<file path="src/rtl/mips_ctrl_pkg.sv">
// ---------------------------------------------------------------------------
// mips_ctrl_pkg
// Shared definitions for the multicycle MIPS control path: opcode and Funct
// field constants, the ALUControl codes that the ALU also decodes, the ALUOp
// selector that the controller passes to the ALU decoder, and the FSM state
// encoding.
// No ports (package).
// ---------------------------------------------------------------------------
package mips_ctrl_pkg;

    localparam logic [5:0] OP_RTYPE = 6'b000000;
    localparam logic [5:0] OP_LW    = 6'b100011;
    localparam logic [5:0] OP_SW    = 6'b101011;
    localparam logic [5:0] OP_BEQ   = 6'b000100;
    localparam logic [5:0] OP_ADDI  = 6'b001000;
    localparam logic [5:0] OP_J     = 6'b000010;

    localparam logic [5:0] FUNCT_ADD = 6'b100000;
    localparam logic [5:0] FUNCT_SUB = 6'b100010;
    localparam logic [5:0] FUNCT_AND = 6'b100100;
    localparam logic [5:0] FUNCT_OR  = 6'b100101;
    localparam logic [5:0] FUNCT_SLT = 6'b101010;
    localparam logic [5:0] FUNCT_MUL = 6'b011000;

    // Codes 011 and 111 are reserved and never produced by the controller.
    typedef enum logic [2:0] {
        ALU_AND = 3'b000,
        ALU_OR  = 3'b001,
        ALU_ADD = 3'b010,
        ALU_SUB = 3'b100,
        ALU_MUL = 3'b101,
        ALU_SLT = 3'b110
    } alu_ctrl_t;

    typedef enum logic [1:0] {
        ALUOP_ADD   = 2'b00,
        ALUOP_SUB   = 2'b01,
        ALUOP_FUNCT = 2'b10
    } alu_op_t;

    // FETCH must stay at encoding 0; encodings 12..15 are unused.
    typedef enum logic [3:0] {
        S_FETCH    = 4'd0,
        S_DECODE   = 4'd1,
        S_MEMADR   = 4'd2,
        S_MEMREAD  = 4'd3,
        S_MEMWB    = 4'd4,
        S_MEMWRITE = 4'd5,
        S_EXECUTE  = 4'd6,
        S_ALUWB    = 4'd7,
        S_BRANCH   = 4'd8,
        S_ADDIEXEC = 4'd9,
        S_ADDIWB   = 4'd10,
        S_JUMP     = 4'd11
    } state_t;

endpackage

</file>
<file path="src/rtl/alu_decoder.sv">
// ---------------------------------------------------------------------------
// alu_decoder
// Combinational translation of the controller's ALUOp request into the ALU's
// 3-bit ALUControl code. R-type instructions are decoded from Funct.
// Ports:
//   ALUOp      in  2  00 = ADD, 01 = SUB, 10 = decode Funct
//   Funct      in  6  Instr[5:0]
//   ALUControl out 3  ALU operation code
// ---------------------------------------------------------------------------
module alu_decoder
    import mips_ctrl_pkg::*;
(
    input  logic [1:0] ALUOp,
    input  logic [5:0] Funct,
    output logic [2:0] ALUControl
);

    // Unknown Funct values and the unused ALUOp code fall back to ADD so the
    // ALU never sees one of the reserved codes.
    always_comb begin
        ALUControl = ALU_ADD;
        case (ALUOp)
            ALUOP_SUB: ALUControl = ALU_SUB;
            ALUOP_FUNCT: begin
                case (Funct)
                    FUNCT_ADD: ALUControl = ALU_ADD;
                    FUNCT_SUB: ALUControl = ALU_SUB;
                    FUNCT_AND: ALUControl = ALU_AND;
                    FUNCT_OR:  ALUControl = ALU_OR;
                    FUNCT_SLT: ALUControl = ALU_SLT;
                    FUNCT_MUL: ALUControl = ALU_MUL;
                    default:   ALUControl = ALU_ADD;
                endcase
            end
            default: ALUControl = ALU_ADD;
        endcase
    end

endmodule

</file>
<file path="src/rtl/mips_multicycle_controller.sv">
// ---------------------------------------------------------------------------
// mips_multicycle_controller
// Moore FSM sequencing a multicycle MIPS datapath (fetch, decode, execute,
// memory, writeback), with a MemReady handshake on fetch, load and store.
// Parameters:
//   STATE_W        state register width (4 or more)
//   MEM_HANDSHAKE  1 = memory states wait for MemReady, 0 = single-cycle memory
// Ports:
//   CLK, RST            clock (rising edge), synchronous active-high reset
//   Op, Funct           instruction fields from the instruction register
//   Zero                ALU zero flag, MemReady memory access complete
//   IRWrite, PCEn, MemWrite, IorD, RegWrite, RegDst, MemtoReg, ALUSrcA
//                       datapath enables and 1-bit selects
//   ALUSrcB, PCSrc      2-bit mux selects
//   ALUControl          3-bit ALU operation code
// ---------------------------------------------------------------------------
module mips_multicycle_controller
    import mips_ctrl_pkg::*;
#(
    parameter int STATE_W       = 4,
    parameter bit MEM_HANDSHAKE = 1'b1
) (
    input  logic       CLK,
    input  logic       RST,
    input  logic [5:0] Op,
    input  logic [5:0] Funct,
    input  logic       Zero,
    input  logic       MemReady,
    output logic       IRWrite,
    output logic       PCEn,
    output logic       MemWrite,
    output logic       IorD,
    output logic       RegWrite,
    output logic       RegDst,
    output logic       MemtoReg,
    output logic       ALUSrcA,
    output logic [1:0] ALUSrcB,
    output logic [1:0] PCSrc,
    output logic [2:0] ALUControl
);

    logic [STATE_W-1:0] stateReg;
    logic [STATE_W-1:0] stateNext;
    logic               memReady;
    logic               ctlIrWrite, ctlPcWrite, ctlBranch, ctlMemWrite, ctlIorD;
    logic               ctlRegWrite, ctlRegDst, ctlMemtoReg, ctlSrcA, ctlAluUse;
    logic [1:0]         ctlSrcB, ctlPcSrc;
    logic [1:0]         aluOp;
    logic [2:0]         aluDecoded;

    function automatic logic [STATE_W-1:0] enc(input state_t s);
        return STATE_W'(s);
    endfunction

    assign memReady = MEM_HANDSHAKE ? MemReady : 1'b1;

    alu_decoder u_alu_decoder (
        .ALUOp      (aluOp),
        .Funct      (Funct),
        .ALUControl (aluDecoded)
    );

    // State register. Reset forces FETCH so any instruction in flight is
    // dropped before it can issue a register or memory write.
    always_ff @(posedge CLK) begin
        if (RST) begin
            stateReg <= enc(S_FETCH);
        end else begin
            stateReg <= stateNext;
        end
    end

    // Next-state and per-state control decode. Every control starts at 0 so
    // unused state encodings drive nothing and simply fall back to FETCH.
    // ctlAluUse marks states that actually use the ALU; elsewhere ALUControl
    // is held at 0 instead of the decoder's ADD default.
    always_comb begin
        stateNext   = enc(S_FETCH);
        ctlIrWrite  = 1'b0;
        ctlPcWrite  = 1'b0;
        ctlBranch   = 1'b0;
        ctlMemWrite = 1'b0;
        ctlIorD     = 1'b0;
        ctlRegWrite = 1'b0;
        ctlRegDst   = 1'b0;
        ctlMemtoReg = 1'b0;
        ctlSrcA     = 1'b0;
        ctlSrcB     = 2'b00;
        ctlPcSrc    = 2'b00;
        ctlAluUse   = 1'b0;
        aluOp       = ALUOP_ADD;
        case (stateReg)
            enc(S_FETCH): begin
                ctlSrcB    = 2'b01;
                ctlAluUse  = 1'b1;
                ctlIrWrite = memReady;
                ctlPcWrite = memReady;
                stateNext  = memReady ? enc(S_DECODE) : enc(S_FETCH);
            end
            enc(S_DECODE): begin
                ctlSrcB   = 2'b11;
                ctlAluUse = 1'b1;
                case (Op)
                    OP_LW, OP_SW: stateNext = enc(S_MEMADR);
                    OP_RTYPE:     stateNext = enc(S_EXECUTE);
                    OP_BEQ:       stateNext = enc(S_BRANCH);
                    OP_ADDI:      stateNext = enc(S_ADDIEXEC);
                    OP_J:         stateNext = enc(S_JUMP);
                    default:      stateNext = enc(S_FETCH);
                endcase
            end
            enc(S_MEMADR): begin
                ctlSrcA   = 1'b1;
                ctlSrcB   = 2'b10;
                ctlAluUse = 1'b1;
                if (Op == OP_LW) begin
                    stateNext = enc(S_MEMREAD);
                end else if (Op == OP_SW) begin
                    stateNext = enc(S_MEMWRITE);
                end
            end
            enc(S_MEMREAD): begin
                ctlIorD   = 1'b1;
                stateNext = memReady ? enc(S_MEMWB) : enc(S_MEMREAD);
            end
            enc(S_MEMWB): begin
                ctlRegWrite = 1'b1;
                ctlMemtoReg = 1'b1;
            end
            enc(S_MEMWRITE): begin
                ctlIorD     = 1'b1;
                ctlMemWrite = 1'b1;
                stateNext   = memReady ? enc(S_FETCH) : enc(S_MEMWRITE);
            end
            enc(S_EXECUTE): begin
                ctlSrcA   = 1'b1;
                ctlAluUse = 1'b1;
                aluOp     = ALUOP_FUNCT;
                stateNext = enc(S_ALUWB);
            end
            enc(S_ALUWB): begin
                ctlRegWrite = 1'b1;
                ctlRegDst   = 1'b1;
            end
            enc(S_BRANCH): begin
                ctlSrcA   = 1'b1;
                ctlAluUse = 1'b1;
                aluOp     = ALUOP_SUB;
                ctlPcSrc  = 2'b01;
                ctlBranch = 1'b1;
            end
            enc(S_ADDIEXEC): begin
                ctlSrcA   = 1'b1;
                ctlSrcB   = 2'b10;
                ctlAluUse = 1'b1;
                stateNext = enc(S_ADDIWB);
            end
            enc(S_ADDIWB): begin
                ctlRegWrite = 1'b1;
            end
            enc(S_JUMP): begin
                ctlPcSrc   = 2'b10;
                ctlPcWrite = 1'b1;
            end
            default: begin
                stateNext = enc(S_FETCH);
            end
        endcase
    end

    // Output stage. Reset blanks every output immediately, including the
    // cycle before the first reset edge when the state is still unknown.
    always_comb begin
        IRWrite    = 1'b0;
        PCEn       = 1'b0;
        MemWrite   = 1'b0;
        IorD       = 1'b0;
        RegWrite   = 1'b0;
        RegDst     = 1'b0;
        MemtoReg   = 1'b0;
        ALUSrcA    = 1'b0;
        ALUSrcB    = 2'b00;
        PCSrc      = 2'b00;
        ALUControl = 3'b000;
        if (!RST) begin
            IRWrite    = ctlIrWrite;
            PCEn       = ctlPcWrite | (ctlBranch & Zero);
            MemWrite   = ctlMemWrite;
            IorD       = ctlIorD;
            RegWrite   = ctlRegWrite;
            RegDst     = ctlRegDst;
            MemtoReg   = ctlMemtoReg;
            ALUSrcA    = ctlSrcA;
            ALUSrcB    = ctlSrcB;
            PCSrc      = ctlPcSrc;
            ALUControl = ctlAluUse ? aluDecoded : 3'b000;
        end
    end

endmodule

</file>
<file path="config.mk">
export PLATFORM = sky130hd
export DESIGN_NAME = mips_multicycle_controller
export DESIGN_NICKNAME = d
export VERILOG_FILES = /design/src/rtl/mips_ctrl_pkg.sv /design/src/rtl/alu_decoder.sv /design/src/rtl/mips_multicycle_controller.sv
export SDC_FILE = /design/constraint.sdc
export NUM_CORES = 1
export LEC_CHECK = 0
export ABC_AREA = 0
export ABC_CLOCK_PERIOD_IN_PS = 4300
export CAP_MARGIN = 20
export CORE_MARGIN = 3
export CORE_UTILIZATION = 25
export DETAILED_ROUTE_END_ITERATION = 10
export PLACE_DENSITY_LB_ADDON = 0.15
export SLEW_MARGIN = 20
export SYNTH_ARGS = -nofsm -noshare
export SYNTH_HDL_FRONTEND = slang
export SYNTH_SLANG_ARGS = --single-unit
</file>
<file path="constraint.sdc">
create_clock -name CLK -period 4.3 [get_ports CLK]
set_input_delay 0.86 -clock CLK [delete_from_list [all_inputs] [get_ports CLK]]
set_output_delay 0.86 -clock CLK [all_outputs]
set_load 0.01 [all_outputs]
</file>
Yosys cells after proc, flatten, opt, wreduce, memory -nomap -nowiden
Index checks and enable logic that the tools add are counted.
Cells by class
  equality and inequality tests: 23
  mux-type cells: 34
  bitwise logic cells: 2
  reduce and logical (&&, ||, !) cells: 8
Operator list (number)
  == test 6 bit (second input constant): 6
  one-hot mux 4 bit (7 select lines): 1
  one-hot mux 4 bit (5 select lines): 1
  2-to-1 mux 1 bit: 18
  2-to-1 mux 3 bit: 6
  == test 4 x 3 -> 1 bit (second input constant): 4
  == test 4 bit (second input constant): 4
  one-hot mux 3 bit (5 select lines): 1
  == test 4 x 2 -> 1 bit (second input constant): 2
  one-hot mux 2 bit (2 select lines): 2
  == test 6 x 2 -> 1 bit (second input constant): 1
  == test 6 x 3 -> 1 bit (second input constant): 1
  == test 6 x 4 -> 1 bit (second input constant): 1
  == test 6 x 5 -> 1 bit (second input constant): 1
  logical NOT 6 bit: 1
  one-hot mux 2 bit (3 select lines): 1
  one-hot mux 3 bit (2 select lines): 1
  OR reduction 2 bit: 3
  OR reduction 6 bit: 1
  == test 4 x 1 -> 1 bit (second input constant): 1
  logical NOT 4 bit: 1
  2-to-1 mux 2 bit: 2
  OR reduction 4 bit: 1
  OR reduction 3 bit: 1
  other kinds (5): 5
Word-level totals
  register bits: 4
  input port bits: 16
  output and inout bits: 15
  word-level logic and storage cells: 68

Longest topological paths before layout
  depth in word-level cells: 6
  depth in mapped cells: 7
  gate-level depth less buffers: 6

By module
From an unflattened synthesis, not the netlist that was laid out.
Second synthesis, totals
  cell total of the unflattened synthesis: 102
  area, all modules: 718.2 µm²
Modules (own cells, without submodules)
  mips_multicycle_controller: times used 1, cells an instance 82, area an instance 565.5 µm², sequential area each 80.1 µm²
  alu_decoder: times used 1, cells an instance 20, area an instance 152.6 µm², sequential area each 0.0 µm²

Least setup slack after synthesis
No wires, ideal clock.
  kind: input-to-output
  from: input port Funct[0]
  to: output port ALUControl[1]
  arrival time: 1.853 ns
  required time: 3.440 ns
  path slack: 1.587 ns
  stages on the path: 3
  path buffers: 0
  cell sequence: or2_2 -> or3_1 -> a311oi_1
On the way
  word-level cells in the longest chain between the ends: 5
  elaborated cells on any way between the ends: 9
  those cells by class: eq/ne (5); mux (4)
Ends and longest elaborated chain
  start, declared: RTL line mips_multicycle_controller.sv:26  | input logic [5:0] Funct,
  == test 6 x 5 -> 1 bit / == test 6 bit (equally long branches): RTL line alu_decoder.sv:25  | case (Funct)
  one-hot mux 3 bit (5 select lines) (*): RTL line alu_decoder.sv:25
  one-hot mux 3 bit (2 select lines) (*): RTL line alu_decoder.sv:22  | case (ALUOp)
  2-to-1 mux 3 bit (*): RTL line mips_multicycle_controller.sv:196  | ALUControl = ctlAluUse ? aluDecoded : 3'b000;
  2-to-1 mux 3 bit (*): RTL line mips_multicycle_controller.sv:185  | if (!RST) begin
  end, declared: RTL line mips_multicycle_controller.sv:39  | output logic [2:0] ALUControl
Every way passes the cells marked *; elsewhere a longest branch is shown, timed or not.

Worst setup path in the final report
Ends and elaborated chain as after synthesis.

==> qor.csv <==
metric,value,unit
Post-Synthesis Cells,101,
PD cells,129,nW/um^2
Final setup violation count,0,
worst slew pin tran,505,ps
CP max FO,3,
first-pass GRT wire length,3360,um
Slew headroom,66.3,%
Reg area,80.1,um^2
Hold Crit Class,reg -> reg,
Peak supply drop,0.110,mV
global route hottest layer,met2,
Max stage delay on crit path,580,ps
Final nets,149,
"Clk pin slew, worst setup/hold paths",30,ps
Syn. warnings,0,
met2 Use GR,18.4,%
Multi-input gate area,564,um^2
"EDFF count, synth",0,
Root Buffer,clkbuf_4,
Area Growth Syn to Fin,42.3,%
hpwl dp,1480,um
CTS Sinks,4,
GR Layer Usage met3,1.51,%
TNS Setup,0,ps
Final Max Slew Viols,0,
Fill cells,269,
register area share after synthesis,11.1,%
height of the chip,59.7,um
CP dominant cell by count,clkdlybuf4s50_1,
largest register by flop count,stateReg,
Critical Path RT,3440,ps
Overflow after GRT,0,
cells along the critical path,clkdlybuf4s50_1 > or2_2 > or3_1 > a311oi_1 > clkdlybuf4s50_1,
WHS,780,ps
Syn Area/Cell,7.15,um^2
Iter 0 DRT Violations,42,
hold buffer count at cts,0,
crit path capture type,output port,
largest net degree at the start of global routing,18,
Unique masters post-synth,45,
crit path launch type,primary input,
most frequent cells in the layout,"clkdlybuf4s50_1 (30), nor2_1 (11), nand2b_1 (6), inv_1 (6), o21ai_0 (6)",
Post-CTS Repair Setup Buffers,0,
Core Area,2610,um^2
DR vias/cell,5.16,
starting density of the core,27.6,%
site row count,18,
drt pass-1 iters,4,
ant diodes,0,
Max clock buf depth,2,
Syn Std Cell Area,722,um^2
Port Buffers,30,
LEAKAGE,0.347,nW
Total GRT Usage,11.5,%
Tmin final,3600,ps
Worst Setup Path Type,in -> out,
PostCTS Resize Cnt,0,
"commonest non-fill, non-tap cell in the layout",clkdlybuf4s50_1,
GPL Wtd Cong,0.726,
Die X,59.7,um
"Hold Violations, Final",0,
H-tree depth,1,
WL final,1850,um
FMAX,278,MHz
WP data arrival,2740,ps
async set-reset flop share out of synthesis,0,%
initial antenna violation count,0,
CTS tree,yes,
Vias,820,
io pins,31,
Post-route DRC,0,
max-cap viol count,0,
proportion of layout cells with a drive suffix above 1,8.53,%
GRT met1 Usage,16.8,%
largest registers,stateReg x4,
CP max stage cell,clkdlybuf4s50_1,
die area,3570,um^2
final worst slack,701,ps
RSZ-0062 raised after global routing,false,
Wirelength per Cell,11.6,um
Largest register FFs,4,
status,finished clean,
skew final,0.330,ps
Final Cycle Share,83.7,%
Post-synth top flop,dfxtp_1,
syn nets,119,
CTS Buf Count,3,
Placement Setup Slack,688,ps
worst skew pair latency,230,ps
Final ANT Viol Nets,0,
number of global-route vias before repair,746,
Synth Register Bits,4,
==> critical path, delay by kind of cell <==
family                 cells  cell delay, ps
AO/OA/AOI/OAI              1             260
buffers and inverters      2            1010
AND/OR/NAND/NOR            2             610
==> where the power goes <==
part | internal (mW) | leakage, nW | switching [mW] | total, mW
Sequential | 0.0381 | 0.0325 | 0.00301 | 0.0411
Combinational | 0.0279 | 0.301 | 0.0189 | 0.0468
Clock | 0.0311 | 0.0138 | 0.0134 | 0.0444
Total | 0.0971 | 0.347 | 0.0353 | 0.132
==> cell usage after synthesis, types with 3 or more instances <==
master | instances | share of area [%]
or3_1 | 4 | 3.5
a31oi_1 | 3 | 2.6
o21ai_0 | 6 | 4.2
nand2b_1 | 6 | 5.2
nor4_1 | 4 | 3.5
nor2_1 | 11 | 5.7
a21oi_1 | 4 | 2.8
nor3_1 | 5 | 3.5
inv_1 | 6 | 3.1
dfxtp_1 | 4 | 11
nand3b_1 | 3 | 3.1
nand2_1 | 3 | 1.6
==> per-layer routing <==
metal	wire length (um)	part of all wire, %
met5	0	0
met4	0	0
met3	166	9.0
met2	794	43
met1	886	48
==> area by class of cell <==
cell class | instances | area share, %
sequential | 4 | 7.80
timing repair buffer | 30 | 29.2
clock buffer | 3 | 2.19
tap | 30 | 3.65
multi-input combinational | 86 | 54.9
inverter | 6 | 2.19
==> worst paths after layout <==
path	start	endpoint	slack, ps	cells after the start
setup reg to reg	stateReg[0]$_SDFF_PP0_	stateReg[0]$_SDFF_PP0_	2670	4
hold / removal	stateReg[3]$_SDFF_PP0_	stateReg[1]$_SDFF_PP0_	780	2
hold reg to reg	stateReg[3]$_SDFF_PP0_	stateReg[1]$_SDFF_PP0_	780	2
setup / recovery	Funct[0]	ALUControl[1]	700	5
==> cells by family (layout without fill, tap and decap cells) <==
logic type,after synthesis,after routing,share of synthesized area [%]
compound gates,25,25,23.4
flops,4,4,11.1
simple gates,54,54,44.7
mux,2,2,2.95
fa+ha+maj,2,2,3.47
buf+inv,11,39,10.7
xor+xnor,3,3,3.64
==> metrics by stage <==
stage	power, mW	std cells	util, %	instance area (um^2)
final	0.132	159	39.3	1030
after global routing	0.145	159	39.3	1030
after CTS	0.136	159	39.3	1030
after detailed placement	0.0887	156	38.5	1000
after global placement	0.0882	156	38.5	1000
after floorplan	0.0645	101	-	722
No activity file was read; power rests on OpenSTA's default activity.
